==> config.mk <==
export PLATFORM = sky130hd
export DESIGN_NAME = mem_arbiter
export DESIGN_NICKNAME = d
export VERILOG_FILES = /design/src/rtl/mem_arbiter.sv
export SDC_FILE = /design/constraint.sdc
export NUM_CORES = 1
export LEC_CHECK = 0
export BUFFER_PORTS_ARGS = -buffer_cell sky130_fd_sc_hd__buf_2
export CELL_PAD_IN_SITES_DETAIL_PLACEMENT = 1
export CELL_PAD_IN_SITES_GLOBAL_PLACEMENT = 1
export CORE_AREA = 2 2 109 111
export CTS_CLUSTER_SIZE = 12
export DETAILED_ROUTE_END_ITERATION = 6
export DIE_AREA = 0 0 111 113
export GPL_TIMING_DRIVEN = 0
export PLACE_DENSITY = 0.9
export SETUP_SLACK_MARGIN = 0.1
export SLEW_MARGIN = 15
export SYNTH_ARGS = -nofsm -noshare
export SYNTH_HDL_FRONTEND = slang
export SYNTH_SLANG_ARGS = --single-unit
==> constraint.sdc <==
create_clock -name clk -period 3.5 [get_ports clk]
set_clock_uncertainty 0.05 [all_clocks]
set_input_delay 0.35 -clock clk [delete_from_list [all_inputs] [get_ports clk]]
set_output_delay 0.35 -clock clk [all_outputs]
set_load 0.02 [all_outputs]
==> src/rtl/mem_arbiter.sv <==
// mem_arbiter: N-master to one-slave memory request arbiter.
// Round-robin grant with a combinational valid/ready path. An in-order ID
// FIFO records which master issued each read so that returning read data is
// strobed back to that master.
// Optional build macro: MEM_ARB_FIXED_PRIO_EN (fixed priority, lowest index wins).
module mem_arbiter #(
  parameter int NUM_MASTERS     = 2,
  parameter int ADDR_W          = 32,
  parameter int DATA_W          = 32,
  parameter int MAX_OUTSTANDING = 4
) (
  input  logic                            clk,
  input  logic                            rst,
  input  logic [NUM_MASTERS-1:0]          m_valid_in,
  output logic [NUM_MASTERS-1:0]          m_ready_out,
  input  logic [NUM_MASTERS*ADDR_W-1:0]   m_addr_in,
  input  logic [NUM_MASTERS*DATA_W-1:0]   m_wdata_in,
  input  logic [NUM_MASTERS*DATA_W/8-1:0] m_byte_en_in,
  input  logic [NUM_MASTERS-1:0]          m_write_en_in,
  output logic [NUM_MASTERS-1:0]          m_rdata_valid_out,
  output logic [DATA_W-1:0]               m_rdata_out,
  output logic                            s_valid_out,
  input  logic                            s_ready_in,
  output logic [ADDR_W-1:0]               s_addr_out,
  output logic [DATA_W-1:0]               s_wdata_out,
  output logic [DATA_W/8-1:0]             s_byte_en_out,
  output logic                            s_write_en_out,
  output logic                            s_read_en_out,
  input  logic                            s_rdata_valid_in,
  input  logic [DATA_W-1:0]               s_rdata_in,
  output logic                            err_out
);

  localparam int BE_W  = DATA_W / 8;
  localparam int IDX_W = $clog2(NUM_MASTERS);
  localparam int FA_W  = $clog2(MAX_OUTSTANDING);
  localparam int CNT_W = FA_W + 1;

  localparam logic [NUM_MASTERS-1:0] ONE_HOT_BASE = {{(NUM_MASTERS-1){1'b0}}, 1'b1};

  // Priority pointer and arbitration signals
  logic [IDX_W-1:0]       ptr_s;
  logic                   win_found_s;
  logic [IDX_W-1:0]       win_idx_s;
  logic                   win_write_s;
  logic [NUM_MASTERS-1:0] grant_s;
  logic                   blocked_s;
  logic                   xfer_s;

  // ID FIFO state
  logic [IDX_W-1:0] fifo_q [MAX_OUTSTANDING];
  logic [FA_W-1:0]  wr_ptr_q, wr_ptr_d;
  logic [FA_W-1:0]  rd_ptr_q, rd_ptr_d;
  logic [CNT_W-1:0] count_q, count_d;
  logic             full_s;
  logic             empty_s;
  logic             push_s;
  logic             pop_s;
  logic [IDX_W-1:0] head_s;
  logic             err_q, err_d;

`ifdef MEM_ARB_FIXED_PRIO_EN
  // Fixed priority: the search always starts at master 0
  always_comb begin
    ptr_s = {IDX_W{1'b0}};
  end
`else
  logic [IDX_W-1:0] ptr_q, ptr_d;

  // Round-robin pointer advances past the winner of each transfer
  always_comb begin
    ptr_d = ptr_q;
    if (xfer_s) begin
      if (win_idx_s == IDX_W'(NUM_MASTERS - 1)) begin
        ptr_d = {IDX_W{1'b0}};
      end else begin
        ptr_d = win_idx_s + IDX_W'(1);
      end
    end else begin
      ptr_d = ptr_q;
    end
  end

  // Priority pointer register
  always_ff @(posedge clk or negedge rst) begin
    if (!rst) begin
      ptr_q <= {IDX_W{1'b0}};
    end else begin
      ptr_q <= ptr_d;
    end
  end

  always_comb begin
    ptr_s = ptr_q;
  end
`endif

  // Winner search: first valid master at or after the pointer, modulo N
  always_comb begin
    int               cand;
    logic [IDX_W-1:0] cand_idx;
    cand        = 0;
    cand_idx    = {IDX_W{1'b0}};
    win_found_s = 1'b0;
    win_idx_s   = {IDX_W{1'b0}};
    for (int k = 0; k < NUM_MASTERS; k++) begin
      cand = int'(ptr_s) + k;
      if (cand >= NUM_MASTERS) begin
        cand = cand - NUM_MASTERS;
      end else begin
        cand = cand;
      end
      cand_idx = IDX_W'(cand);
      if (!win_found_s && m_valid_in[cand_idx]) begin
        win_found_s = 1'b1;
        win_idx_s   = cand_idx;
      end else begin
        win_found_s = win_found_s;
      end
    end
  end

  // FIFO status and head; a pop only happens when an ID is outstanding
  always_comb begin
    full_s  = (count_q == CNT_W'(MAX_OUTSTANDING));
    empty_s = (count_q == {CNT_W{1'b0}});
    head_s  = fifo_q[rd_ptr_q];
    pop_s   = rst & s_rdata_valid_in & ~empty_s;
  end

  // Request path: grant, blocking, slave mux and per-master ready
  always_comb begin
    win_write_s = m_write_en_in[win_idx_s];
    if (win_found_s) begin
      grant_s = ONE_HOT_BASE << win_idx_s;
    end else begin
      grant_s = {NUM_MASTERS{1'b0}};
    end
    // A same-cycle pop frees a slot, so a read may still enter a full FIFO
    blocked_s      = win_found_s & ~win_write_s & full_s & ~pop_s;
    s_valid_out    = rst & win_found_s & ~blocked_s;
    xfer_s         = s_valid_out & s_ready_in;
    push_s         = xfer_s & ~win_write_s;
    m_ready_out    = grant_s & {NUM_MASTERS{rst & s_ready_in & ~blocked_s}};
    s_addr_out     = m_addr_in[win_idx_s*ADDR_W +: ADDR_W];
    s_wdata_out    = m_wdata_in[win_idx_s*DATA_W +: DATA_W];
    s_byte_en_out  = m_byte_en_in[win_idx_s*BE_W +: BE_W];
    s_write_en_out = win_write_s;
    s_read_en_out  = ~win_write_s;
  end

  // Response path: route read data to the master at the FIFO head
  always_comb begin
    m_rdata_out = s_rdata_in;
    if (pop_s) begin
      m_rdata_valid_out = ONE_HOT_BASE << head_s;
    end else begin
      m_rdata_valid_out = {NUM_MASTERS{1'b0}};
    end
  end

  // FIFO pointer/count next state and sticky error accumulation
  always_comb begin
    wr_ptr_d = push_s ? (wr_ptr_q + FA_W'(1)) : wr_ptr_q;
    rd_ptr_d = pop_s  ? (rd_ptr_q + FA_W'(1)) : rd_ptr_q;
    case ({push_s, pop_s})
      2'b10:   count_d = count_q + CNT_W'(1);
      2'b01:   count_d = count_q - CNT_W'(1);
      default: count_d = count_q;
    endcase
    err_d = err_q | (s_rdata_valid_in & empty_s);
  end

  // FIFO control and error registers
  always_ff @(posedge clk or negedge rst) begin
    if (!rst) begin
      wr_ptr_q <= {FA_W{1'b0}};
      rd_ptr_q <= {FA_W{1'b0}};
      count_q  <= {CNT_W{1'b0}};
      err_q    <= 1'b0;
    end else begin
      wr_ptr_q <= wr_ptr_d;
      rd_ptr_q <= rd_ptr_d;
      count_q  <= count_d;
      err_q    <= err_d;
    end
  end

  // ID storage: write the winning master index on each read push
  always_ff @(posedge clk or negedge rst) begin
    if (!rst) begin
      for (int i = 0; i < MAX_OUTSTANDING; i++) begin
        fifo_q[i] <= {IDX_W{1'b0}};
      end
    end else begin
      if (push_s) begin
        fifo_q[wr_ptr_q] <= win_idx_s;
      end
    end
  end

  always_comb begin
    err_out = err_q;
  end

endmodule

### Word level (Yosys, flattened, before mapping)

Cells that the tools add are included.

| word-level totals | value |
|---|---|
| output and inout port bits | 108 |
| logic and storage cells | 80 |
| input port bits | 176 |
| register bits | 13 |

| operators by class | value |
|---|---|
| mux-type cells | 22 |
| bitwise logic cells | 20 |
| magnitude comparators | 8 |
| add/subtract/negate cells | 8 |
| shift operators | 5 |
| equal/unequal tests | 3 |
| reduce and logical (&&, ||, !) cells | 5 |

Operators with widths:

| cell | number |
|---|---|
| indexed part select 64 x 7 -> 32 bit | 2 |
| two-way mux 1 bit | 16 |
| bitwise AND 1 bit | 12 |
| indexed part select 8 x 4 -> 4 bit | 1 |
| greater-or-equal comparator 3 bit (second input constant) | 2 |
| < comparator 1 x 2 -> 1 bit (second input constant) | 3 |
| NOT 2 -> 3 bit | 2 |
| case mux 3 bit (2 select lines) | 1 |
| adder 2 x 1 -> 2 bit (second input constant) | 2 |
| bitwise mux 4 bit | 1 |
| two-way mux 2 bit | 2 |
| NOT 1 bit | 4 |
| left shift 1 x 1 -> 2 bit (first input constant) | 2 |
| adder 3 x 1 -> 3 bit (second input constant) | 1 |
| equality test 3 bit (second input constant) | 1 |
| zero test 3 bit | 1 |
| < comparator 3 x 1 -> 1 bit (second input constant) | 1 |
| subtractor 3 x 1 -> 3 bit (second input constant) | 1 |
| adder 1 x 1 -> 2 bit (second input constant) | 1 |
| bitwise AND 2 bit | 1 |
| binary-select mux 1 bit (select 2 bit) | 1 |
| demux 1 bit (select 2 bit) | 1 |
| equality test 2 x 1 -> 1 bit (second input constant) | 1 |
| equality test 2 bit (second input constant) | 1 |
| other kinds (8) | 10 |

### Longest topological paths before layout

Gate-level depths: netlist of the first run.

| depth | value |
|---|---|
| word-level depth | 20 |
| depth in mapped cells | 9 |
| mapped depth without buffers | 9 |

### Worst setup path before layout of the first run

Ideal clock, no wire load.

| path | value |
|---|---|
| path type | register to register |
| start point | register count_q[0] |
| end point | register count_q[2] |
| slack | 1.478 ns |
| stages on the path, launching flop included | 10 |
| data required time | 3.371 ns |
| clock period less this slack | 2.022 ns |
| library setup time | 0.079 ns |
| path buffers | 0 |
| data arrival time | 1.893 ns |
| cell sequence | dfrtp_1 -> a211oi_2 -> a211oi_4 -> nand3_2 -> ha_1 -> inv_1 -> fa_1 -> xor2_1 -> nor2_1 -> xor2_1 |

| between the ends | value |
|---|---|
| cells in the longest elaborated chain, start to end | 11 |
| elaborated cells between the ends (all ways) | 17 |
| classes of those cells | 2 x add/sub; 3 x eq/ne; 1 x mux; 9 x bitwise; 2 x reduce/logical |

Ends and longest elaborated chain:

| what | RTL line | text |
|---|---|---|
| from (decl) | 54 | `logic [CNT_W-1:0] count_q, count_d;` |
| from (signal assigned) | 179 | `count_q <= {CNT_W{1'b0}};` |
| from (signal assigned) | 184 | `count_q <= count_d;` |
| zero test 3 bit | 126 | `empty_s = (count_q == {CNT_W{1'b0}});` |
| NOT 1 bit | 128 | `pop_s = rst & s_rdata_valid_in & ~empty_s;` |
| bitwise AND 1 bit | 128 |  |
| NOT 1 bit | 140 | `blocked_s = win_found_s & ~win_write_s & full_s & ~pop_s;` |
| bitwise AND 1 bit | 140 |  |
| NOT 1 bit | 141 | `s_valid_out = rst & win_found_s & ~blocked_s;` |
| bitwise AND 1 bit | 141 |  |
| bitwise AND 1 bit | 142 | `xfer_s = s_valid_out & s_ready_in;` |
| bitwise AND 1 bit | 143 | `push_s = xfer_s & ~win_write_s;` |
| equality test 2 x 1 -> 1 bit / equality test 2 bit (equally long branches) | 166 | `case ({push_s, pop_s})` |
| case mux 3 bit (2 select lines) / nonzero test 2 bit (equally long branches) | -- |  |

Several ways; a longest one is shown, not always the timed one.
A chain may end at the register's enable or synchronous reset.

### Worst setup path in the final report of the first run

| path | value |
|---|---|
| start point | input rst |
| end point | register count_q[2] |

| between the ends | value |
|---|---|
| cells in the longest elaborated chain, start to end | 10 |
| elaborated cells between the ends (all ways) | 13 |
| classes of those cells | 2 x eq/ne; 1 x mux; 9 x bitwise; 1 x reduce/logical |

Ends and longest elaborated chain:

| what | RTL line | text |
|---|---|---|
| from (decl) | 13 | `input logic rst,` |
| bitwise AND 1 bit (2 in a row) | 128 |  |
| NOT 1 bit | 140 |  |
| bitwise AND 1 bit | 140 |  |
| NOT 1 bit | 141 |  |
| bitwise AND 1 bit | 141 |  |
| bitwise AND 1 bit | 142 |  |
| bitwise AND 1 bit | 143 |  |
| equality test 2 x 1 -> 1 bit / equality test 2 bit (equally long branches) | 166 |  |
| case mux 3 bit (2 select lines) / nonzero test 2 bit (equally long branches) | -- |  |

Several ways; a longest one is shown, not always the timed one.

==> parameters.txt, run 1 <==
Parameter                              Value

GRT
  Initial antenna violation count    0
  Total routing usage reported by global routing    13.3%
  Vias in the first global route    2,878
  Wire length of the first global-routing pass    14.0 mm
  Pin count of the biggest net entering global routing    18
  Sum of overflow across all layers after global routing    0

Worst setup path
  Register-to-register path setup slack    1310 ps
  Critical Path AT    2780 ps
  Crit path kind    primary input to flop
  Endpoint type of the worst setup path    flop
  Critical path data required time    3570 ps
  Startpoint class of the critical path    primary input
  Critical path peak fanout    17

Routing
  Final antenna-violating net count    0
  Vias per cell    3.98
  Routed length per placed instance    12.8 um
  DR DRC count    0
  Number of DRC markers in iteration 0    98
  First-pass iteration count of the detailed router    4
  Vias after detailed routing    2,875
  Total detailed-routing wirelength    9.24 mm

Layout
  Fraction of final layout cells with drive strength greater than 1    53.2%
  Number of standard cells in the final layout excluding fillers    722
  Layout net count    762
  Area growth, synth to finish    80.5%
  Diodes inserted    0

Synth
  Syn_nets    505
  Commonest cells post-synth    sky130_fd_sc_hd__nand2_1 (209), sky130_fd_sc_hd__buf_4 (32), sky130_fd_sc_hd__dfrtp_1 (13)
  Share of cell area taken by muxes after synthesis    4.89%
  Library cell with the largest summed area after synthesis    sky130_fd_sc_hd__nand2_1
  Share of the yosys chip area belonging to registers    17.2%
  Most instantiated flip-flop cell in the synthesis netlist    sky130_fd_sc_hd__dfrtp_1
  Adder-cell share of the synthesized area    4.36%
  Area share of and/or/nand/nor cells after synthesis    48.1%
  Combined area of all synthesized cells    1890 um2
  Most area-consuming cells after synthesis    sky130_fd_sc_hd__nand2_1 (41%), sky130_fd_sc_hd__dfrtp_1 (17%), sky130_fd_sc_hd__buf_4 (13%)
  Combinational family with the most area after synthesis    simple AND/OR/NAND/NOR gates
  Share of the synthesized netlist area taken by xor and xnor gates    2.78%
  Post-synth EDFFs    0
  Post-Syn Instances    323
  Warnings, synthesis    0
  Post-synth top area share    41.4%
  Synth async-reset ratio    100%
  Flops & latches, synth    13
  Dominant cell by count in the synthesized netlist    sky130_fd_sc_hd__nand2_1
  Avg Synthesized Cell Area    5.86 um2
  Number of library cell types mapped by synthesis    35
  Compound-cell area share of the yosys netlist    4.76%

CTS
  Clock buffer depth    2
  Hold Buf Count CTS    1
  Clock root buffer    sky130_fd_sc_hd__clkbuf_16
  Clock latency of the later-clocked register in the worst-skew pair    240 ps
  Number of gates given a new drive strength after cts    0
  Htree depth    1
  Clock slew seen by the registers of the worst setup and hold paths    50 ps
  CTS tree    done
  Number of buffers inserted during clock tree synthesis    3
  TritonCTS Sinks    13
  Buffers inserted by post-CTS timing repair    0

Status
  Status    complete, no violations

Timing
  Fin. max-slew vios    0
  Unrepaired setup endpoints after global routing    false
  Number of hold-slack violations in the final timing report    0
  Worst slew margin relative to its limit    63.9%
  Shortest clock period the worst path allows after layout    2700 ps
  Tightest Pin Transition    541 ps
  # setup viols final    0
  Fmax    0.370 GHz
  Final critical-path share of the clock period    77.3%
  Setup TNS    0 ps

Floorplan
  Initial Utilization    16.8%
  Number of rows created at floorplan    39
  Core area    11,300 um2
  Number of I/O pins    284
  Die Footprint    12,500 um2
  Chip Width    111 um
  Vertical extent of the die    113 um

Min path
  Class of the tightest hold or removal check    primary input to flop

Pwr
  Overall power after layout    0.00140 W
  Ratio of total power to cell area    409 nW/um2
  Peak supply drop    0.000385 V
  Leakage Power    2.22 nW

Place
  Final HPWL DP    8.09 mm
  PortBufs    251
  Final GP Congestion    0.792
  Total instance count after detailed placement    717

Job
  Maximum Capacitance Violations    0
==> cell type report <==
cell class | instances | area [um2]
plain buffers | 47 | 309
clock buffers | 4 | 78.8
fillers | 1572 | 7860
inverters | 8 | 30.0
multi-input cells | 255 | 1230
flip-flops and latches | 13 | 325
well taps | 143 | 179
repair buffers | 252 | 1270
==> report_power, final <==
| part | switching (W) | internal (W) | leakage (nW) |
|---|---|---|---|
| combinational | 0.000522 | 0.000356 | 2.03 |
| sequential | 0.0000764 | 0.000224 | 0.156 |
| clock | 0.0000659 | 0.000154 | 0.0382 |
==> layout by cell type, fill, tap and decap left out, types with 3 or more instances in the layout <==
cell type	count
sky130_fd_sc_hd__buf_2	261
sky130_fd_sc_hd__ha_1	5
sky130_fd_sc_hd__buf_4	32
sky130_fd_sc_hd__dfrtp_1	13
sky130_fd_sc_hd__clkbuf_1	3
sky130_fd_sc_hd__mux2_1	4
sky130_fd_sc_hd__nand2_1	209
sky130_fd_sc_hd__inv_1	6
sky130_fd_sc_hd__clkbuf_16	3
sky130_fd_sc_hd__xor2_1	3
sky130_fd_sc_hd__xnor2_1	3
sky130_fd_sc_hd__nand4_1	4
sky130_fd_sc_hd__nor2_1	3
sky130_fd_sc_hd__buf_1	3
==> worst max-delay path, cell delays in order <==
cell and delay (ps):
sky130_fd_sc_hd__dlygate4sd3_1 510, sky130_fd_sc_hd__buf_2 340, sky130_fd_sc_hd__nand2_1 210, sky130_fd_sc_hd__a211oi_4 340, sky130_fd_sc_hd__nand3_2 170, sky130_fd_sc_hd__ha_1 260, sky130_fd_sc_hd__inv_1 80, sky130_fd_sc_hd__fa_1 170
sky130_fd_sc_hd__xor2_1 150, sky130_fd_sc_hd__nor2_1 70, sky130_fd_sc_hd__xor2_1 140
==> final timing paths <==
check	from	endpoint	cells after the start
worst min register to register	err_out	err_out	1
min in group asynchronous	rst	count_q[0]	2
worst max register to register	count_q[0]	count_q[2]	9
worst min-delay path	s_rdata_valid_in	err_out	2
max in group asynchronous	rst	fifo_q[2]	2
worst max-delay path	rst	count_q[2]	11
==> kinds of logic after synthesis <==
kind of cell	after synthesis
and+or+nand+nor	227
xor gates and xnor gates	6
adders and majority gates	6
muxes	7
DFF	13
AOI/OAI and AO/OA	9
buffers and inverters	55
==> metrics by stage <==
step	setup WS (ps)	util [%]	instance area [um2]	hold slack (ps)
floorplan	1480	-	1890	4.41
global placement	1090	29.5	3330	228
detailed placement	1030	29.5	3330	236
CTS	744	30.3	3420	325
global route	560	30.3	3420	339
finish	796	30.3	3420	321
==> metal layers <==
metal	global-route usage [%]	up-vias	share of wire, %
li1	-	1470	-
met1	15.9	1282	40
met2	25.5	113	54
met3	1.93	10	5.5
met4	2.17	0	0.83
met5	0	-	0
==> flip-flops by register name, indices dropped and copies added (netlist names) <==
register and cells:
count_q 3, err_out 1, fifo_q 4, ptr_q 1, rd_ptr_q 2, wr_ptr_q 2
Power figures use the tool's default switching activity.
==> inputs of run 2 (changes only) <==
ABC_AREA = 1   (was not set)
CORE_AREA = not set   (was 2 2 109 111)
CORE_UTILIZATION = 15   (was not set)
DIE_AREA = not set   (was 0 0 111 113)
PLACE_DENSITY = 0.87   (was 0.9)
clock period = 2.3 ns   (was 3.5 ns; I/O delays follow)
==> run 2 against run 1 <==
Net effect: via count up 6.2%; power up 51%; count of clock-buffer cells in the layout unchanged; sequential share of layout area down 0.32 points; setup slack worse by 540 ps; combinational power up 56%.
==> parameters.txt, run 2 <==
Parameter                              Value

Layout
  Fraction of final layout cells with drive strength greater than 1    51.6% (-1.6 points)
  Sequential cell area    325 um2 (unchanged)
  Diodes inserted    0 (unchanged)
  Area occupied by multi-input gates    1200 um2 (-2.1%)
  Flip-flop count of the largest register, all copies and words added    4 (unchanged)
  Register with the most flip-flops    fifo_q
  Largest regs    fifo_q: 4 flops, count_q: 3 flops
  Most frequent cells in the layout    sky130_fd_sc_hd__buf_2 (255), sky130_fd_sc_hd__nand2_1 (223), sky130_fd_sc_hd__buf_4 (37), sky130_fd_sc_hd__inv_1 (24), sky130_fd_sc_hd__dfrtp_1 (13)
  Total of fill cells in the finished design    1,714 (+9.0%)
  Area growth, synth to finish    84.1%
  Most common cell after layout, fill and taps aside    sky130_fd_sc_hd__buf_2
  Share of the core filled with cells in the final layout    28.8% (-1.5 points)
  Layout net count    797 (+4.6%)

CTS
  CTS tree    done
  Clock buffer depth    2 (unchanged)
  Clock slew seen by the registers of the worst setup and hold paths    50 ps (about the same)
  Clock root buffer    sky130_fd_sc_hd__clkbuf_16
  Clock latency of the later-clocked register in the worst-skew pair    240 ps (about the same)
  Htree depth    1 (unchanged)
  TritonCTS Sinks    13 (unchanged)
  Number of buffers inserted during clock tree synthesis    3 (unchanged)

Timing
  Unrepaired setup endpoints after global routing    true
  Fmax    0.488 GHz
  Fin. max-slew vios    0 (unchanged)
  Tightest Pin Transition    604 ps (+62.3 ps)
  Shortest clock period the worst path allows after layout    2050 ps
  # setup viols final    0 (unchanged)
  Worst slew margin relative to its limit    59.6% (-4.3 points)
  Number of hold-slack violations in the final timing report    0 (unchanged)
  Final critical-path share of the clock period    89.1%

Synth
  Commonest cells post-synth    sky130_fd_sc_hd__nand2_1 (224), sky130_fd_sc_hd__buf_4 (32), sky130_fd_sc_hd__inv_1 (25)
  Share of the yosys chip area belonging to registers    16.9% (-0.25 points)
  Most area-consuming cells after synthesis    sky130_fd_sc_hd__nand2_1 (44%), sky130_fd_sc_hd__dfrtp_1 (17%), sky130_fd_sc_hd__buf_4 (13%)
  Post-synth top area share    43.8% (+2.3 points)
  Dominant cell by count in the synthesized netlist    sky130_fd_sc_hd__nand2_1
  Post-Syn Instances    356 (+10%)
  Warnings, synthesis    0 (unchanged)
  Syn_nets    538 (+6.5%)
  Library cell with the largest summed area after synthesis    sky130_fd_sc_hd__nand2_1
  Number of library cell types mapped by synthesis    26 (-26%)
  Flops & latches, synth    13 (unchanged)
  Post-synth EDFFs    0 (unchanged)
  Avg Synthesized Cell Area    5.39 um2 (-8.0%)
  Synth async-reset ratio    100% (unchanged)
  Most instantiated flip-flop cell in the synthesis netlist    sky130_fd_sc_hd__dfrtp_1
  Combined area of all synthesized cells    1920 um2 (+1.5%)

Floorplan
  Chip Width    115 um (+3.7%)
  Core area    12,300 um2 (+8.8%)
  Vertical extent of the die    115 um (+1.9%)
  Die Footprint    13,300 um2 (+5.7%)
  Initial Utilization    15.7% (-1.1 points)
  Number of I/O pins    284 (unchanged)
  Number of rows created at floorplan    40 (+2.6%)

Worst setup path
  Startpoint class of the critical path    flop
  Critical path peak fanout    4 (-13)
  Critical Path AT    2120 ps (-660 ps)
  Crit path kind    flop to flop
  Endpoint type of the worst setup path    flop
  Critical path data required time    2370 ps (-1200 ps)

Pwr
  Leakage Power    2.33 nW (+4.8%)
  Peak supply drop    0.000258 V (-33%)
  Ratio of total power to cell area    597 nW/um2 (+46%)
  Overall power after layout    0.00211 W (+51%)

Job
  Maximum Capacitance Violations    0 (unchanged)

Min path
  Class of the tightest hold or removal check    primary input to flop

Place
  PortBufs    251 (unchanged)
  Final GP Congestion    0.760 (-4.1%)
  Final HPWL DP    8.25 mm (+2.0%)

Status
  Status    complete, no violations

GRT
  Wire length of the first global-routing pass    13.9 mm (-0.69%)
  Sum of overflow across all layers after global routing    0 (unchanged)
  Pin count of the biggest net entering global routing    14 (-4)
  Initial antenna violation count    0 (unchanged)
  Vias in the first global route    3,045 (+5.8%)
  Total routing usage reported by global routing    13.3% (-0.029 points)

Routing
  Final antenna-violating net count    0 (unchanged)
  DR DRC count    0 (unchanged)
  Total detailed-routing wirelength    9.62 mm (+4.1%)
  Vias per cell    3.91 (-1.9%)
  Number of DRC markers in iteration 0    75 (-23%)
  Vias after detailed routing    3,054 (+6.2%)
  Routed length per placed instance    12.3 um (-3.9%)
  First-pass iteration count of the detailed router    4 (unchanged)
==> run 2: what timing repair did <==
| action | CTS | global route |
|---|---|---|
| buffers inserted | 4 | 0 |
| setup endpoints to repair | 51 | 61 |
| cloned | 0 | 0 |
| gates resized for setup | 4 | 18 |
| hold endpoints to repair | 13 | 0 |
| hold buffers | 1 | 0 |
| pin swaps | 1 | 2 |
==> run 2: area by class of cell <==
class,instances,area share [%]
Buffer,46,9.31
Clock buffer,4,2.23
Inverter,25,2.65
Multi-Input combinational cell,270,34.0
Sequential cell,13,9.20
Tap cell,168,5.94
Timing Repair Buffer,256,36.7
==> run 2: worst max-delay path, stage by stage, from the launching register on <==
cell and delay, ps:
sky130_fd_sc_hd__dfrtp_1 410, sky130_fd_sc_hd__nor2_4 160, sky130_fd_sc_hd__nand3_1 130, sky130_fd_sc_hd__nand4_4 130, sky130_fd_sc_hd__buf_6 100, sky130_fd_sc_hd__ha_1 150
sky130_fd_sc_hd__inv_2 60, sky130_fd_sc_hd__fa_2 370, sky130_fd_sc_hd__a21oi_2 140, sky130_fd_sc_hd__o21ai_1 90, sky130_fd_sc_hd__xor2_1 140
==> run 2: metrics by stage <==
step / hold slack [ps] / cells / setup WS [ps] / TNS (ps) / instance area (um2)
after floorplan: -116 / 356 / 238 / 0 / 1920
after global placement: 107 / 775 / 42.5 / 0 / 3390
after detailed placement: 111 / 775 / -51.8 / -51.8 / 3390
after CTS: 203 / 784 / 119 / 0 / 3520
after global routing: 224 / 782 / 77.8 / 0 / 3540
final: 208 / 782 / 251 / 0 / 3540
==> run 2: cells by family after synthesis <==
kind of cell             synth area share [%]
buffers and inverters                    21.6
adder cells (fa/ha/maj)                  4.30
flip-flops                               16.9
AO/OA/AOI/OAI                            5.02
XOR/XNOR                                 1.82
AND/OR/NAND/NOR                          50.4
==> run 2: worst paths after layout <==
kind	from	end	slack, ps	cells past startpoint
max	count_q[1]	count_q[2]	250	10
min	s_rdata_valid_in	err_out	210	2
max reg2reg	count_q[1]	count_q[2]	250	10
min reg2reg	err_out	err_out	410	1
max in group asynchronous	rst	fifo_q[1]	1280	2
min in group asynchronous	rst	count_q[2]	530	2
==> run 2: metal layers <==
metal	vias up	GRT usage, %	routed length, um
li1	1541	-	-
met1	1358	14.9	3690
met2	149	26.2	5210
met3	6	1.69	631
met4	0	3.03	80
met5	-	0	0
==> run 2: power breakdown <==
group	switching, W	internal, W
clock	0.0000985	0.000234
sequential	0.0000737	0.000336
combinational	0.000844	0.000523
==> inputs of run 3 (changes only) <==
CORE_UTILIZATION = 16   (was 15)
PLACE_DENSITY = 0.88   (was 0.87)
clock period = 1.9 ns   (was 2.3 ns; I/O delays follow)
==> run 3 against run 2 <==
Net effect: the run now ends with DRC, setup timing left; count of clock-buffer cells in the layout did not move; via count rose by 9.5%; cell count rose by 0.13%; sequential share of layout area fell by 2.9 points.
==> parameters.txt, run 3 (synthesis gave the netlist of run 2 again) <==
Parameter                              Value

Layout
  Area growth, synth to finish    170%
  Most frequent cells in the layout    sky130_fd_sc_hd__buf_2 (180), sky130_fd_sc_hd__nand2_1 (87), sky130_fd_sc_hd__nand2_4 (75), sky130_fd_sc_hd__buf_6 (74), sky130_fd_sc_hd__nand2_2 (65)
  Fraction of final layout cells with drive strength greater than 1    76.1% (+24 points)
  Most common cell after layout, fill and taps aside    sky130_fd_sc_hd__buf_2
  Final cell area excluding filler cells    5190 um2 (+47%)
  Register with the most flip-flops    fifo_q
  Layout net count    823 (+3.3%)
  Diodes inserted    0 (unchanged)
  Largest regs    fifo_q: 4 flops, count_q: 3 flops
  Flip-flop count of the largest register, all copies and words added    4 (unchanged)

Floorplan
  Vertical extent of the die    112 um (-3.1%)
  Number of I/O pins    284 (unchanged)
  Number of rows created at floorplan    39 (-2.5%)
  Initial Utilization    16.6% (+0.94 points)
  Core area    11,600 um2 (-5.7%)
  Chip Width    112 um (-3.1%)
  Die Footprint    12,400 um2 (-6.1%)

Pwr
  Ratio of total power to cell area    681 nW/um2 (+14%)
  Leakage Power    3.03 nW (+30%)
  Overall power after layout    0.00353 W (+68%)
  Peak supply drop    0.000300 V (+16%)

Worst setup path
  Largest incremental delay on the critical path    420 ps (about the same)
  Critical path peak fanout    4 (unchanged)
  List of cells traversed by the critical path    nor2_4 > nand3_2 > nand4_4 > buf_8 > ha_4 > inv_4 > fa_2 > a21oi_2 > o21ai_2 > xor2_1
  Critical path data required time    1970 ps (-400 ps)
  Slowest cell on the critical path    sky130_fd_sc_hd__dfrtp_2
  Endpoint type of the worst setup path    flop
  Crit path kind    flop to flop
  Critical Path AT    2090 ps (-30 ps)
  Startpoint class of the critical path    flop

GRT
  Pin count of the biggest net entering global routing    17 (+3)
  Sum of overflow across all layers after global routing    0 (unchanged)
  Wire length of the first global-routing pass    15.3 mm (+10%)
  Vias in the first global route    3,109 (+2.1%)
  Initial antenna violation count    1 (+1)
  Total routing usage reported by global routing    15.1% (+1.9 points)

CTS
  Clock latency of the later-clocked register in the worst-skew pair    240 ps (about the same)
  Htree depth    1 (unchanged)
  Number of buffers inserted during clock tree synthesis    3 (unchanged)
  CTS tree    done
  Clock slew seen by the registers of the worst setup and hold paths    50 ps (about the same)
  Clock root buffer    sky130_fd_sc_hd__clkbuf_16
  Clock buffer depth    2 (unchanged)
  TritonCTS Sinks    13 (unchanged)

Place
  Final GP Congestion    0.780 (+2.7%)
  PortBufs    251 (unchanged)
  Placed standard-cell area    3370 um2 (-0.41%)
  Final HPWL DP    8.14 mm (-1.4%)

Timing
  Worst slew margin relative to its limit    60.6% (+0.98 points)
  Tightest Pin Transition    589 ps (-14.7 ps)
  # setup viols final    2 (+2)
  Unrepaired setup endpoints after global routing    true
  Number of hold-slack violations in the final timing report    0 (unchanged)
  Shortest clock period the worst path allows after layout    2020 ps (-31.8 ps)
  Final critical-path share of the clock period    106% (+17 points)
  Tightest hold margin    182 ps (-25.6 ps)
  Crit path setup slack, layout    -117 ps (-368 ps)
  Fmax    0.496 GHz (+1.6%)
  Fin. max-slew vios    0 (unchanged)

Routing
  First-pass iteration count of the detailed router    6 (+2)
  Routed length per placed instance    16.4 um (+33%)
  Number of DRC markers in iteration 0    104 (+39%)
  DR DRC count    10 (+10)
  Vias per cell    4.27 (+9.4%)
  Total detailed-routing wirelength    12.8 mm (+33%)
  Vias after detailed routing    3,345 (+9.5%)
  Final antenna-violating net count    0 (unchanged)

Min path
  Class of the tightest hold or removal check    primary input to flop

Status
  Violations in the final reports    DRC, setup timing
  Status    finished with violations

Job
  Maximum Capacitance Violations    0 (unchanged)
## run 3: metrics by stage
step,std cells,setup WS (ps),setup TNS [ps],utilization (%)
floorplan,356,-39.7,-39.7,-
global placement,750,-271,-726,29.2
detailed placement,750,-355,-1590,29.2
CTS,765,-56.5,-56.5,32.7
global route,783,-191,-1180,44.9
finish,783,-117,-121,44.9
## run 3: worst max-delay path, delay by kind of cell, from the launching register on
kind | cells | cell delay, ps
AND/OR/NAND/NOR | 3 | 430
flip-flops | 1 | 420
AO/OA/AOI/OAI | 2 | 230
adder cells (fa/ha/maj) | 2 | 480
buffers and inverters | 2 | 140
XOR/XNOR | 1 | 140
## run 3: final cells by class
class	instances	area (um2)
clock buffer	4	78.8
multi-input combinational	270	1950
tap	143	179
fill	1392	6370
buffer	47	478
inverter	25	104
timing repair buffer	281	2080
sequential	13	327
## run 3: layer usage
layer	vias to the layer above	wire (um)	global-route usage [%]
li1	1597	-	-
met1	1586	4600	17.8
met2	144	7320	29.6
met3	18	683	1.74
met4	0	216	2.07
met5	-	0	0
## run 3: power breakdown
part	internal [W]	switching, W
sequential	0.000409	0.0000901
combinational	0.00123	0.00140
clock	0.000283	0.000120
total	0.00192	0.00161
## run 3: worst paths after layout
| kind | start | end | cells past startpoint | slack, ps |
|---|---|---|---|---|
| max | count_q[0] | count_q[2] | 10 | -120 |
| min | s_rdata_valid_in | err_out | 2 | 180 |
| max reg2reg | count_q[0] | count_q[2] | 10 | -120 |
| min reg2reg | err_out | err_out | 1 | 450 |
| max in group asynchronous | rst | count_q[0] | 2 | 870 |
| min in group asynchronous | rst | count_q[2] | 2 | 510 |
## run 3: timing repair
item                                    in CTS  in global routing
hold endpoints to repair                    13                 13
buffers inserted                            11                 10
resized for setup                           74                346
endpoints found under the setup margin      73                 71
gates cloned                                 1                  7
pin swaps                                    6                 67
